[src/rtl/rx4p_sync_fifo.sv]
// 4-phase req/ack receiver with a configurable req synchroniser and show-ahead FIFO.
// Optional RX_PARITY_EN adds input_par/par_err even-parity checking on capture.
module rx4p_sync_fifo #(
    parameter int DATA_WIDTH  = 8,
    parameter int SYNC_STAGES = 2,
    parameter int FIFO_DEPTH  = 4,
    parameter int ADDR_W      = $clog2(FIFO_DEPTH)
) (
    input  logic                  clk,
    input  logic                  reset,
    input  logic                  req,
    input  logic [DATA_WIDTH-1:0] input_rx,
`ifdef RX_PARITY_EN
    input  logic                  input_par,
    output logic                  par_err,
`endif
    output logic                  ack,
    output logic                  d,
    output logic [DATA_WIDTH-1:0] out_data,
    output logic                  out_valid,
    input  logic                  out_ready,
    output logic [ADDR_W:0]       fill_level,
    output logic                  proto_err
);

    typedef enum logic {
        IDLE  = 1'b0,
        ACKED = 1'b1
    } state_t;

    state_t                  state;
    state_t                  state_nxt;
    logic [SYNC_STAGES-1:0]  sync_q;
    logic                    req_s;
    logic                    ack_nxt;
    logic                    capture;
    logic                    pop;
    logic                    full;
    logic                    empty;
    logic                    stall_q;
    logic [ADDR_W:0]         wr_ptr;
    logic [ADDR_W:0]         rd_ptr;
    logic [ADDR_W:0]         ptr_diff;
    logic [DATA_WIDTH-1:0]   mem [FIFO_DEPTH];

    assign req_s    = sync_q[SYNC_STAGES-1];
    assign ptr_diff = wr_ptr ^ rd_ptr;
    assign full     = (ptr_diff == {1'b1, {ADDR_W{1'b0}}});
    assign empty    = (wr_ptr == rd_ptr);
    assign pop      = !empty && out_ready;

    assign out_valid  = !empty;
    assign out_data   = mem[rd_ptr[ADDR_W-1:0]];
    assign fill_level = wr_ptr - rd_ptr;

    // Shift the foreign req through the synchroniser chain.
    always_ff @(posedge clk or negedge reset) begin
        if (!reset) sync_q <= '0;
        else        sync_q <= {sync_q[SYNC_STAGES-2:0], req};
    end

    // Handshake state, registered ack and one-cycle capture strobe.
    always_ff @(posedge clk or negedge reset) begin
        if (!reset) begin
            state <= IDLE;
            ack   <= 1'b0;
            d     <= 1'b0;
        end else begin
            state <= state_nxt;
            ack   <= ack_nxt;
            d     <= capture;
        end
    end

    // Capture only from IDLE with room; ACKED waits for req return to zero.
    always_comb begin
        state_nxt = state;
        ack_nxt   = 1'b0;
        capture   = 1'b0;
        unique case (state)
            IDLE: begin
                if (req_s && !full) begin
                    capture   = 1'b1;
                    ack_nxt   = 1'b1;
                    state_nxt = ACKED;
                end
            end
            ACKED: begin
                if (req_s) ack_nxt   = 1'b1;
                else       state_nxt = IDLE;
            end
        endcase
    end

    // A stalled request that is withdrawn before ack is a sticky error.
    always_ff @(posedge clk or negedge reset) begin
        if (!reset) begin
            stall_q   <= 1'b0;
            proto_err <= 1'b0;
        end else begin
            stall_q <= (state == IDLE) && req_s && full;
            if ((state == IDLE) && !req_s && stall_q)
                proto_err <= 1'b1;
        end
    end

    // Write and read pointers carry a wrap bit to tell full from empty.
    always_ff @(posedge clk or negedge reset) begin
        if (!reset) begin
            wr_ptr <= '0;
            rd_ptr <= '0;
        end else begin
            if (capture) wr_ptr <= wr_ptr + 1'b1;
            if (pop)     rd_ptr <= rd_ptr + 1'b1;
        end
    end

    // Storage is not reset; pointer reset discards its contents.
    always_ff @(posedge clk) begin
        if (capture) mem[wr_ptr[ADDR_W-1:0]] <= input_rx;
    end

`ifdef RX_PARITY_EN
    // Word plus parity bit must hold an even number of ones.
    always_ff @(posedge clk or negedge reset) begin
        if (!reset)                          par_err <= 1'b0;
        else if (capture && ^{input_rx, input_par}) par_err <= 1'b1;
    end
`endif

endmodule

[config.mk]
export PLATFORM = sky130hd
export DESIGN_NAME = rx4p_sync_fifo
export DESIGN_NICKNAME = d
export VERILOG_FILES = /design/src/rtl/rx4p_sync_fifo.sv
export SDC_FILE = /design/constraint.sdc
export NUM_CORES = 1
export LEC_CHECK = 0
export CAP_MARGIN = 20
export CORE_ASPECT_RATIO = 0.5
export CORE_MARGIN = 8
export CORE_UTILIZATION = 52
export DETAILED_ROUTE_END_ITERATION = 8
export GPL_TIMING_DRIVEN = 0
export PLACE_DENSITY_LB_ADDON = 0.2
export SLEW_MARGIN = 20
export SYNTH_ARGS = -nofsm -noshare
export SYNTH_HDL_FRONTEND = slang
export SYNTH_SLANG_ARGS = --single-unit
[constraint.sdc]
create_clock -name clk -period 2.6 [get_ports clk]
set_clock_uncertainty 0.2 [all_clocks]
set_input_delay 0.78 -clock clk [delete_from_list [all_inputs] [get_ports clk]]
set_output_delay 0.78 -clock clk [all_outputs]
set_load 0.05 [all_outputs]
# After elaboration in Yosys (flattened, before gate mapping)
# Memories as Yosys holds them, arrays and structs flattened.
# Cells that the tools add are included.
# totals
regBits	12
ramBits	32
in_bits	12
output_inout_bits	15
word_cells	30
n_memories	1
# mem_list
name	words	word_bits	read_ports	rd_ports_with_merged_regs	write_ports	line_no	source
mem	4	8	1	0	1	44	logic [DATA_WIDTH-1:0] mem [FIFO_DEPTH];
# classes
n_addsub	3
n_eq_ne	2
n_mux	6
bitwise_logic	2
n_reduce_logical	9
# op_table
op	count
3-bit by 1-bit adder with 3-bit output, second input constant	2
1-bit logical AND	6
1-bit two-way mux	5
3-bit equality test	1
3-bit equality test, second input constant	1
1-bit logical NOT	3
3-bit subtractor	1
3-bit XOR	1
1-bit case mux with 2 select lines	1
1-bit NOT	1

# Longest topological paths before layout
# depth
ltp_word	8
mapped_depth	6
mapped_depth_nobuf	5

# Least setup slack after synthesis
# No wires, ideal clock.
# synth_timing
path_kind	reg-to-output
from	register wr_ptr[0]
to	output fill_level[2]
t_arrival_ns	1.794
t_required_ns	1.620
setup_slack_ns	-0.174
path_stages_with_launch	5
n_path_buf	0
cell_sequence	dfrtp_1 > inv_1 > ha_1 > fa_1 > xor2_1
# synth_between
elab_chain_cells	1
# synth_rtl
item	line_no	source
start: declaration	41	logic [ADDR_W:0] wr_ptr;
start signal: assignment	113	if (capture) wr_ptr <= wr_ptr + 1'b1;
3-bit subtractor	54	assign fill_level = wr_ptr - rd_ptr;
end: declaration	22	output logic [ADDR_W:0] fill_level,
# Every way passes these cells.

# Worst setup path after layout
# layout_timing
from	register rd_ptr[0]
to	output fill_level[1]
# layout_between
elab_chain_cells	1
# layout_rtl
item	line_no	source
start: declaration	42	logic [ADDR_W:0] rd_ptr;
start signal: assignment	114	if (pop) rd_ptr <= rd_ptr + 1'b1;
3-bit subtractor	54	
# Every way passes these cells.

==> out/qor.yml <==
grt_pass1_wl_microns: 4730
critPathRequiredTime_ns: 1.62
slowest_delay_ns: 0.52
post-route-util: 0.684
cts_tree: "yes"
end_kind: "output port"
vias: 912
synth_fp_nets: 116
min_path_cells: 0
grt_pass1_vias: 971
first_pass_iters: 3
drive_gt1_frac: 0.400
ys_async_sr_fraction: 0.273
die_width_microns: 99.3
n_fill_cell: 241
status: "complete, no violations"
crit_buf_inv: 2
tightest_slew_ns: 0.523
slew_headroom: 0.650
synth.largest_area_cell: "edfxtp_1"
cp_max_fo: 3
ys_top_cells_by_count: "edfxtp_1 (32), dfrtp_1 (12), mux4_2 (8)"
period_needed_ns: 2.60
start_util: 0.534
die_y_microns: 57.6
yosysSeqAreaShare: 0.700
num_rows: 15
clk_pin_slew_ns: 0.08
path_delay_family: "adder cells"
hold_end: "sync_q[1]$_DFF_PN0_"
drt_iter0_drc: 28
routed_wl_microns: 2840
viasPerCell: 5.15
timing.rr.end: "mem[1][0]$_DFFE_PP_"
grt_usage: 0.111
clkLatencyLatePin_ns: 0.29
gp_congestion: 0.696
multi_input_area_sq_um: 556
avgSynthCellArea_sq_um: 18.8
critPathLaunchType: "flip-flop"
ys.flop_type: "edfxtp_1"
synth_most_common_cell: "edfxtp_1"
cp_slowest_cell: "fa_2"
reg2reg_depth: 5
synth_top_area_frac: 0.533
io_pins: 27
rsz0062_at_grt: "yes"
arrival_ns: 1.62
period_share: 0.999
r2r_start: "rd_ptr[1]$_DFFE_PN0P_"
fin_nets: 154
ant_nets: 0
cts-htree-levels: 2
syn_area_sq_um: 1800
place_hpwl_microns: 1920
holdBufCountCts: 0
core-area_sq_um: 3380
fp.dieArea_sq_um: 5720
hold_viol: 0
syn_inst: 96
hold_class: "flip-flop to flip-flop"
io_buffers: 26
setup_viol: 0
report.final.slew_viol_count: 0
synthTopCellsByArea: "edfxtp_1 (53%), dfrtp_1 (17%), mux4_2 (10%), ha_1 (4.9%), and2_2 (1.7%)"
cts_inserted_buffers: 5
max_freq_mhz: 385
cp_cell_sequence: "ha_4 > fa_2 > inv_2 > buf_6"
synth-seq-cells: 44
synth_cell_types: 26
antenna_found_initial: 0
syn_to_final_growth_pct: 28.2
cts_root_buf: "clkbuf_8"
min-delay-start: "sync_q[0]$_DFF_PN0_"
grt_max_degree: 14
route.detailed.drc: 0
antenna_cells: 0
gr-total-overflow: 0
synth_edf_count: 32
clockBufferDepth: 2
reg2reg_slack_ns: 0.69
regArea_sq_um: 1260
cts_sinks: 44
drv_cap: 0
ys.warnings.count: 0
wl_per_cell_microns: 16.0
crit_type: "flip-flop to output port"
[logic make-up after synthesis]
kind of cell,after synthesis,share of synthesized area
flops,44,0.700
compound gates,6,0.0305
buf+inv,8,0.0173
xor+xnor,4,0.0236
simple gates,14,0.0430
mux,12,0.126
fa+ha+maj,8,0.0597
[per-stage QoR]
stage / instances / hold WS, ns / area, sq um / setup TNS [ns] / setup slack [ns]
CTS: 176 / 0.156 / 2260 / -0.0459 / -0.0421
floorplan: 96 / 0.131 / 1810 / 0 / 0.0457
global placement: 164 / 0.134 / 2120 / -4.34 / -0.632
finish: 177 / 0.153 / 2310 / 0 / 0.00278
global route: 177 / 0.162 / 2310 / -0.0963 / -0.0406
detailed placement: 164 / 0.138 / 2120 / -4.44 / -0.647
[repair_timing]
| action | in CTS | in global routing |
|---|---|---|
| setup endpoints to repair | 12 | 12 |
| buffers inserted | 4 | 1 |
| resized for setup | 79 | 24 |
| endpoints found under the hold margin | 0 | 0 |
| pin swaps | 2 | 0 |
[worst max path at each step]
stage | start | to | slack [ns] | cells past startpoint
2_1_floorplan | wr_ptr[0]$_DFFE_PN0P_ | fill_level[2] | 0.05 | 4
3_3_place_gp | rd_ptr[1]$_DFFE_PN0P_ | out_valid | -0.63 | 6
3_5_place_dp | rd_ptr[1]$_DFFE_PN0P_ | out_valid | -0.65 | 6
4_1_cts | rd_ptr[1]$_DFFE_PN0P_ | out_valid | -0.04 | 6
5_1_grt | rd_ptr[0]$_DFFE_PN0P_ | fill_level[2] | -0.04 | 4
6_report | rd_ptr[0]$_DFFE_PN0P_ | fill_level[1] | 0.003 | 4
[state kept, by name, summed over array words and instances, names as in the netlist]
name,count
state,1
stall_q,1
mem,32
proto_err,1
rd_ptr,3
d,1
sync_q,2
wr_ptr,3
[worst reg2reg max path: stages, from the launching register on]
cell	delay [ns]
dfrtp_1	0.39
clkbuf_8	0.14
inv_1	0.08
ha_4	0.22
a31oi_4	0.25
and2_2	0.33
[placed cells by master, fill, tap and decap left out, drive strengths merged, types with 2 or more instances in the layout]
master and count:
mux2 3, xor2 2, and2 4, xnor2 2
buf 17, edfxtp 32, inv 6, ha 7
o21ai 3, clkdlybuf4s50 14, dfrtp 12, mux4 8
nand2 4, clkbuf 8, nor2 2
[final cells by class]
type / count / share of cell area
Multi-Input combinational cell: 44 / 0.240
Clock buffer: 6 / 0.0314
Sequential cell: 44 / 0.547
Tap cell: 42 / 0.0227
Clock inverter: 2 / 0.00487
Buffer: 2 / 0.0146
Timing Repair Buffer: 31 / 0.129
Inverter: 6 / 0.00975
[metal layers]
metal  share of wire  vias up  track usage
li1                -      435            -
met1            0.43      449        0.123
met2            0.50       21        0.180
met3           0.059        7       0.0513
met4           0.019        0       0.0512
met5               0        -            0
Power is not shown: default switching activity piles up to over one toggle a cycle in this logic, so the estimate is an artifact.
